### config.mk
export PLATFORM = sky130hd
export DESIGN_NAME = display_scan_ctrl
export DESIGN_NICKNAME = d
export VERILOG_FILES = /design/src/rtl/display_scan_ctrl_pkg.sv /design/src/rtl/display_scan_ctrl_scan_timer.sv /design/src/rtl/display_scan_ctrl.sv
export SDC_FILE = /design/constraint.sdc
export NUM_CORES = 1
export LEC_CHECK = 0
export CAP_MARGIN = 20
export CORE_MARGIN = 2
export CORE_UTILIZATION = 55
export CTS_CLUSTER_SIZE = 8
export DETAILED_ROUTE_END_ITERATION = 8
export MAX_ROUTING_LAYER = met4
export PLACE_DENSITY = 0.81
export SLEW_MARGIN = 20
export SYNTH_ARGS = -nofsm -noshare
export SYNTH_HDL_FRONTEND = slang
export SYNTH_SLANG_ARGS = --single-unit
### constraint.sdc
create_clock -name clk -period 4.5 [get_ports clk]
set_input_delay 0.9 -clock clk [delete_from_list [all_inputs] [get_ports clk]]
set_output_delay 0.9 -clock clk [all_outputs]
set_load 0.03 [all_outputs]
### src/rtl/display_scan_ctrl_pkg.sv
// -----------------------------------------------------------------------------
// disp_pkg
// Shared definitions for the 4-digit display scan controller: scan state
// encoding, digit count, the largest legal digit value and a helper that
// turns a digit index into an active-low common-select pattern.
// -----------------------------------------------------------------------------
package disp_pkg;

   typedef enum logic {
      ST_BLANK = 1'b0,
      ST_SHOW  = 1'b1
   } state_e;

   localparam int          NUM_DIGITS = 4;
   localparam logic [2:0]  VAL_MAX    = 3'd6;
   localparam int          CNT_W      = 20;

   // Active-low select with exactly one bit low, at position idx.
   function automatic logic [3:0] sel_n(input logic [1:0] idx);
      sel_n = ~(4'b0001 << idx);
   endfunction

endpackage

### src/rtl/display_scan_ctrl_scan_timer.sv
// -----------------------------------------------------------------------------
// scan_timer
// Free-running cycle counter used by the scan FSM to time the BLANK and SHOW
// intervals. The FSM supplies the terminal count (interval length - 1); the
// counter wraps to 0 on the cycle after it reaches that value, so each
// interval starts at cnt=0 without an explicit load strobe.
//
// Ports
//   clk      : system clock, rising edge
//   reset    : synchronous active-high reset, clears the count
//   limit_i  : terminal count for the current interval
//   cnt_o    : current count
//   last_o   : high while cnt_o == limit_i (last cycle of the interval)
// -----------------------------------------------------------------------------
module scan_timer
   import disp_pkg::*;
#(
   parameter int W = CNT_W
) (
   input  logic         clk,
   input  logic         reset,
   input  logic [W-1:0] limit_i,
   output logic [W-1:0] cnt_o,
   output logic         last_o
);

   logic [W-1:0] cnt_q;
   logic [W-1:0] cnt_d;

   assign last_o = (cnt_q == limit_i);
   assign cnt_d  = last_o ? '0 : cnt_q + 1'b1;
   assign cnt_o  = cnt_q;

   always_ff @(posedge clk) begin
      if (reset) begin
         cnt_q <= '0;
      end else begin
         cnt_q <= cnt_d;
      end
   end

endmodule

### src/rtl/display_scan_ctrl.sv
// -----------------------------------------------------------------------------
// display_scan_ctrl
// Time-multiplexes one external 0-6 seven-segment decoder across 4 digits.
// Each digit gets a BLANK interval (all selects high) followed by a SHOW
// interval in which its select is low and its snapshotted register drives
// the decoder. The snapshot is taken on SHOW entry, so writes landing during
// a digit's SHOW only appear in its next SHOW.
//
// Write interface: wr_en is a single-cycle strobe with no ready/back-pressure;
// every strobe is consumed on the edge that samples it, in any state. Values
// above 6 are rejected and reported by a one-cycle wr_err pulse.
//
// Ports
//   clk        : system clock, rising edge
//   reset      : synchronous active-high reset
//   wr_en      : write strobe
//   wr_addr    : digit index to write, 0-3
//   wr_data    : [3] digit enable, [2:0] value 0-6
//   wr_err     : one-cycle pulse after a rejected write
//   dec_v      : decoder enable (snapshot enable bit during SHOW)
//   dec_val    : decoder value (snapshot value during SHOW)
//   digit_sel  : active-low digit commons, at most one bit low
//   frame_tick : high for the last SHOW cycle of digit 3
//   dbg_state  : current scan state (0 = BLANK, 1 = SHOW)
// All outputs come straight from registers.
// -----------------------------------------------------------------------------
module display_scan_ctrl
   import disp_pkg::*;
#(
   parameter int PRESCALE     = 50000,
   parameter int BLANK_CYCLES = 500
) (
   input  logic       clk,
   input  logic       reset,
   input  logic       wr_en,
   input  logic [1:0] wr_addr,
   input  logic [3:0] wr_data,
   output logic       wr_err,
   output logic       dec_v,
   output logic [2:0] dec_val,
   output logic [3:0] digit_sel,
   output logic       frame_tick,
   output logic       dbg_state
);

   localparam logic [CNT_W-1:0] SHOW_LAST  = CNT_W'(PRESCALE - 1);
   localparam logic [CNT_W-1:0] SHOW_PRE   = CNT_W'(PRESCALE - 2);
   localparam logic [CNT_W-1:0] BLANK_LAST = CNT_W'(BLANK_CYCLES - 1);
   localparam logic [1:0]       IDX_LAST   = 2'(NUM_DIGITS - 1);

   state_e           state_q;
   logic [1:0]       idx_q;
   logic [3:0]       digit_q [NUM_DIGITS];
   logic [3:0]       digit_sel_q;
   logic             dec_v_q;
   logic [2:0]       dec_val_q;
   logic             frame_tick_q;
   logic             wr_err_q;

   logic [CNT_W-1:0] limit;
   logic [CNT_W-1:0] cnt;
   logic             last;
   logic             wr_bad;

   assign limit  = (state_q == ST_SHOW) ? SHOW_LAST : BLANK_LAST;
   assign wr_bad = wr_en && (wr_data[2:0] > VAL_MAX);

   scan_timer #(.W(CNT_W)) u_timer (
      .clk     (clk),
      .reset   (reset),
      .limit_i (limit),
      .cnt_o   (cnt),
      .last_o  (last)
   );

   always_ff @(posedge clk) begin
      if (reset) begin
         state_q      <= ST_BLANK;
         idx_q        <= '0;
         for (int i = 0; i < NUM_DIGITS; i++) begin
            digit_q[i] <= 4'b0000;
         end
         digit_sel_q  <= 4'b1111;
         dec_v_q      <= 1'b0;
         dec_val_q    <= 3'd0;
         frame_tick_q <= 1'b0;
         wr_err_q     <= 1'b0;
      end else begin
         wr_err_q <= wr_bad;
         if (wr_en && !wr_bad) begin
            digit_q[wr_addr] <= wr_data;
         end

         // Registered one cycle early so the pulse lines up with the final
         // SHOW cycle of digit 3 (PRESCALE >= 2 keeps this inside SHOW).
         frame_tick_q <= (state_q == ST_SHOW) && (idx_q == IDX_LAST) &&
                         (cnt == SHOW_PRE);

         if (last) begin
            case (state_q)
               ST_BLANK: begin
                  // Snapshot reads digit_q before any same-edge write lands.
                  state_q     <= ST_SHOW;
                  digit_sel_q <= sel_n(idx_q);
                  dec_v_q     <= digit_q[idx_q][3];
                  dec_val_q   <= digit_q[idx_q][2:0];
               end
               default: begin
                  state_q     <= ST_BLANK;
                  idx_q       <= idx_q + 2'd1;
                  digit_sel_q <= 4'b1111;
                  dec_v_q     <= 1'b0;
                  dec_val_q   <= 3'd0;
               end
            endcase
         end
      end
   end

   assign digit_sel  = digit_sel_q;
   assign dec_v      = dec_v_q;
   assign dec_val    = dec_val_q;
   assign frame_tick = frame_tick_q;
   assign wr_err     = wr_err_q;
   assign dbg_state  = state_q;

endmodule

==> flow_summary.ini, run 1 <==
[grt]
grt_usage_pct = 21.2
grt_pass1_wl_um = 8160
antenna_found_initial = 0
globalRouteOverflowTotal = 0
grt_max_degree = 28
grt_pass1_vias = 1730

[placement]
gp_congestion = 0.841
io_buffers = 19
hpwl_um = 3380
place_inst = 299

[clock_network]
hold_buffers = 0
insertion_delay_ns = 0.30
cts_tree = yes
clk_path_buf_depth = 2
cts_buffers = 5
ctsResizeCount = 0
ctsHtreeMaxLevel = 2
clk_pin_slew_ns = 0.09
clock-sinks = 51
cts_setup_buffers = 0
cts_root_buf = clkbuf_8

[timing]
finalSetupTns_ns = 0
max_slew.worst_pin.slew_ns = 0.778
final.period_utilization_pct = 55.2
drv_slew = 0
hold_viol = 0
period_needed_ns = 2.48
fin_skew_ns = 0.00546
setup_violations = 0
slew_headroom_pct = 48.1
max_freq_mhz = 402
rsz0062_at_grt = no

[hold_path]
worstHoldStart = dec_val[1]
hp-class = reg2reg
holdPathStages = 2
whs_endpoint = dec_val[1]

[synth]
syn-num-nets = 256
synthFlopType = dfxtp_1
ys_types = 45
synth_area_um2 = 2510
synth_edf_count = 16
ys_seq_elements = 51
yosysWarnings = 0
synth_cells = 241
syn_avg_cell_area_um2 = 10.4
ys_seq_area_share_pct = 47.0
synth-async-reset-ratio_pct = 0

[final_layout]
fillerInstances = 358
final_util_pct = 62.7
syn_to_final_growth_pct = 9.47
instances_no_fill = 307
antenna-diode-count = 0
final_cell_mix = dfxtp_1, clkdlybuf4s50_1, nor3_1, and2_1, edfxtp_1
drive_gt1_share_pct = 7.45
nNetsFinal = 269
final_common_cell = dfxtp_1

[worst_setup_path]
crit_fanout = 27
r2r-end = u_timer.cnt_o[5]
crit_arrival_ns = 2.50
required_ns = 4.52
crit_type = in2reg
startpoint_type = input port
critical_path.endpoint_type = flip-flop
reg2reg_depth = 4
reg2reg_from = u_timer.cnt_o[17]
worst-r2r-setup-slack_ns = 2.12

[floorplan]
core_area_um2 = 4380
die_y_um = 71.6
rows = 24
die_w_um = 71.6
floorplan.initialDensity_pct = 57.3
dieArea_um2 = 5120
io_pins = 20

[drt]
drtIter0Drc = 136
avgRoutedWirePerCell_um = 15.4
totalWireLength_um = 4740
drtPass1Iterations = 4
drt-vias-per-instance = 5.98
drc_errors = 0
ant_nets = 0
vias = 1836

[power_and_ir_drop]
p_leak_nw = 0.864
switching_share_pct = 20.7
p_int_mw = 0.669
power.density_nw_per_um2 = 307
seq_power_share_pct = 58.6
ir_worst_vdd_uv = 127
comb_power_share_pct = 4.6
pwr-share-clk_pct = 36.8
p_sw_mw = 0.175

[run]
max_cap_violations = 0

[run_status]
status = finished, final reports clean
power by group through the flow:
stage               Combinational, mW  Clock [mW]  Sequential [mW]
floorplan                      0.0299           0            0.501
finish                         0.0389       0.311            0.495
global placement               0.0380           0            0.505
CTS                            0.0392       0.314            0.495
detailed placement             0.0390           0            0.506
global route                   0.0434       0.333            0.496
flip-flops by register name, summed over array words and instances, names as in the netlist, named ones only:
register	count
dbg_state	1
dec_v	1
dec_val	3
digit_q	16
digit_sel	4
frame_tick	1
idx_q	2
u_timer.cnt_o	20
wr_err	1
per-stage QoR:
step / total power, mW / hold WS, ns / setup WS [ns] / area, µm²
after floorplan: 0.531 / 0.462 / 2.35 / 2510
after global placement: 0.543 / 0.467 / 1.78 / 2640
after detailed placement: 0.545 / 0.468 / 1.70 / 2640
after CTS: 0.848 / 0.482 / 2.03 / 2750
after global routing: 0.873 / 0.495 / 1.88 / 2750
final: 0.844 / 0.481 / 2.02 / 2750
critical path, cell delays in order:
cell,delay (ns)
clkdlybuf4s50_1,0.39
buf_4,0.21
nand2b_1,0.19
nand2b_1,0.18
nor3b_1,0.38
or2_2,0.24
synthesized netlist by cell type, types with 2 or more instances:
cell       count  area share [%]
a22oi_1        4             1.2
and2_1        17             4.2
mux4_2         4             3.6
or2_2          3            0.75
a41o_1         2            0.80
and4_1         3             1.0
ha_1           6             3.0
inv_1         10             1.5
edfxtp_1      16              19
nor2_1        13             1.9
nand2_1        8             1.2
or4_1          2            0.60
nand3_1        8             1.6
xnor2_1       11             3.8
nand2b_1       6             1.5
xor2_1         2            0.70
o32ai_1        4             1.4
a211oi_1       5             1.5
dfxtp_1       35              28
a21oi_1        4            0.80
or4_4          2            0.90
nor3_1        18             3.6
clkbuf_8       3             1.6
clkbuf_1       6            0.90
o21ai_0        6             1.2
nand4_1        6             1.5
or3_1          7             1.7
nor4_1         7             1.7
nor3b_1        6             1.8
o2bb2ai_1      2            0.70
logic make-up after synthesis:
kind of cell / Yosys count / share of synthesized area (%)
AOI/OAI and AO/OA: 29 / 8.27
xor gates and xnor gates: 13 / 4.53
adders and majority gates: 6 / 2.99
buffers and inverters: 24 / 6.78
DFF: 51 / 47.0
muxes: 4 / 3.59
and+or+nand+nor: 114 / 26.8
layer usage:
layer / wire length, µm / share of wire [%] / track usage, % / vias to the layer above
met2: 2170 / 46 / 32.1 / 43
li1: - / - / - / 907
met3: 209 / 4.4 / 5.20 / 5
met4: 63 / 1.3 / 7.76 / 0
met1: 2290 / 48 / 27.8 / 881
met5: 0 / 0 / - / -
layout make-up:
cell class                 instances  area, µm²  share of cell area [%]
sequential                        51       1180                    43.0
tap                               52       65.1                    2.37
timing repair buffer              20        198                    7.19
multi-input combinational        166       1160                    42.2
inverter                          10       37.5                    1.37
clock buffer                       5       68.8                    2.50
clock inverter                     3       38.8                    1.41
worst max path at each step:
stage / end / startpoint / slack, ns
after global routing: digit_q[1][2] / reset / 1.88
after global placement: digit_q[2][0] / reset / 1.78
after CTS: digit_q[2][0] / reset / 2.03
after floorplan: digit_q[2][0] / reset / 2.35
final: digit_q[2][0] / reset / 2.02
after detailed placement: digit_q[2][0] / reset / 1.70
Power figures use the tool's default switching activity.
==> run 2, diff against run 1 <==
==> constraint.sdc (replaced) <==
create_clock -name clk -period 2.45 [get_ports clk]
set_input_delay 0.49 -clock clk [delete_from_list [all_inputs] [get_ports clk]]
set_output_delay 0.49 -clock clk [all_outputs]
set_load 0.03 [all_outputs]
==> run 2 against run 1 <==
Net effect: sequential power up 83%; global-route usage shrank 0.38 points; routed wire length grew 0.76%; first-iteration DRC count down 2.2%; flip-flop and latch count is the same; sequential share of layout area down 0.73 points; clock power rose by 63%; highest routed layer unchanged.
==> flow_summary.ini, run 2 (synthesis gave the netlist of run 1 again) <==
[drt]
drtIter0Drc = 133
totalWireLength_um = 4770
vias = 1864
ant_nets = 0
drc_errors = 0
drt-vias-per-instance = 5.92
drtPass1Iterations = 4
avgRoutedWirePerCell_um = 15.1

[floorplan]
dieArea_um2 = 5120
die_y_um = 71.6
rows = 24
core_area_um2 = 4380
floorplan.initialDensity_pct = 57.3
die_w_um = 71.6
io_pins = 20

[worst_setup_path]
cp_num_buf_inv = 0
startpoint_type = flip-flop
reg2reg_from = u_timer.cnt_o[17]
path_cells = or4_1, or4_4, o2bb2ai_1, a22oi_1
required_ns = 2.63
crit_family = simple AND/OR/NAND/NOR gates
critical_path.endpoint_type = flip-flop
crit_arrival_ns = 2.38
max_stage_delay_ns = 0.65
cp-startpoint = u_timer.cnt_o[17]
crit_type = reg2reg
crit_fanout = 6
cp_slowest_cell = or4_1

[grt]
grt_max_degree = 27
grt_pass1_vias = 1723
grt_pass1_wl_um = 8070
globalRouteOverflowTotal = 0
grt_usage_pct = 20.8
antenna_found_initial = 0

[timing]
hold_viol = 0
setup_violations = 0
fin_skew_ns = 0.0111
period_needed_ns = 2.19
finalSetupTns_ns = 0
final.period_utilization_pct = 89.4
rsz0062_at_grt = no
max_freq_mhz = 456
drv_slew = 0
slew_headroom_pct = 72.4
max_slew.worst_pin.slew_ns = 0.413

[power_and_ir_drop]
seq_power_share_pct = 60.7
ir_worst_vdd_uv = 250
power.density_nw_per_um2 = 533
comb_power_share_pct = 5.3
p_sw_mw = 0.347
p_leak_nw = 0.896
switching_share_pct = 23.3
p_int_mw = 1.14
pwr-share-clk_pct = 34.0

[clock_network]
ctsResizeCount = 0
cts_root_buf = clkbuf_8
cts_setup_buffers = 0
insertion_delay_ns = 0.31
clk_pin_slew_ns = 0.10
ctsHtreeMaxLevel = 2
hold_buffers = 0
clock-sinks = 51
clk_path_buf_depth = 2
cts_buffers = 5
cts_tree = yes

[run_status]
status = finished, final reports clean

[placement]
hpwl_um = 3480
io_buffers = 19
gp_congestion = 0.853

[final_layout]
final_cell_mix = dfxtp_1, clkdlybuf4s50_1, nor3_1, and2_1, edfxtp_1
final_util_pct = 63.8
antenna-diode-count = 0
largest_reg_flops = 20
drive_gt1_share_pct = 10.6
syn_to_final_growth_pct = 11.4
final_common_cell = dfxtp_1
fillerInstances = 346
nNetsFinal = 277

[hold_path]
worstHoldStart = dec_val[2]
hp-class = reg2reg

[run]
max_cap_violations = 0
[run 2: worst register-to-register path, delay by kind of cell, from the launching register on]
family	cells	cell delay [ns]
AO/OA/AOI/OAI	2	0.50
AND/OR/NAND/NOR	2	1.22
flip-flops	1	0.35
[run 2: area by class of cell]
cell class              count  area [µm²]  area share [%]
multi-input cells         166        1160            41.5
well taps                  52        65.1            2.33
inverters                  10        37.5            1.34
clock buffers               5        68.8            2.46
flip-flops and latches     51        1180            42.2
repair buffers             28         258            9.22
clock inverters             3        26.3           0.940
[run 2: worst paths after layout]
| kind | cells after the start | to | slack, ns |
|---|---|---|---|
| setup / recovery | 4 | digit_sel[2] | 0.26 |
| hold / removal | 2 | dec_val[2] | 0.48 |
| setup reg to reg | 4 | digit_sel[2] | 0.26 |
| hold reg to reg | 2 | dec_val[2] | 0.48 |
[run 2: metal layers]
| metal | track usage (%) | wire [µm] |
|---|---|---|
| met1 | 29.6 | 2410 |
| met2 | 29.5 | 2110 |
| met3 | 4.64 | 220 |
| met4 | 7.13 | 31 |
| met5 | - | 0 |
[run 2: through the flow]
stage	power [mW]	instance area [µm²]	setup slack, ns	std cells	hold WS [ns]
final	1.49	2800	0.259	315	0.479
after CTS	1.51	2800	0.293	315	0.483
after floorplan	0.975	2510	0.404	241	0.462
after global routing	1.56	2800	0.167	315	0.512
after global placement	1.00	2700	0.292	307	0.467
after detailed placement	1.00	2700	0.223	307	0.467
[run 2: power by group through the flow]
stage / Sequential [mW] / Combinational, mW / Clock, mW
floorplan: 0.920 / 0.0549 / 0
global placement: 0.924 / 0.0769 / 0
detailed placement: 0.925 / 0.0787 / 0
CTS: 0.906 / 0.0790 / 0.530
global route: 0.908 / 0.0859 / 0.565
finish: 0.905 / 0.0793 / 0.506
==> run 3, diff against run 2 <==
--- a/config.mk
+++ b/config.mk
@@ -8,11 +8,11 @@
 export CAP_MARGIN = 20
 export CORE_MARGIN = 2
 export CORE_UTILIZATION = 55
+export CTS_CLUSTER_DIAMETER = 40
 export CTS_CLUSTER_SIZE = 8
 export DETAILED_ROUTE_END_ITERATION = 8
 export MAX_ROUTING_LAYER = met4
 export PLACE_DENSITY = 0.81
-export SLEW_MARGIN = 20
 export SYNTH_ARGS = -nofsm -noshare
 export SYNTH_HDL_FRONTEND = slang
 export SYNTH_SLANG_ARGS = --single-unit
==> results of run 3 <==
Final layout, timing and power as in run 2 (identical DEF).
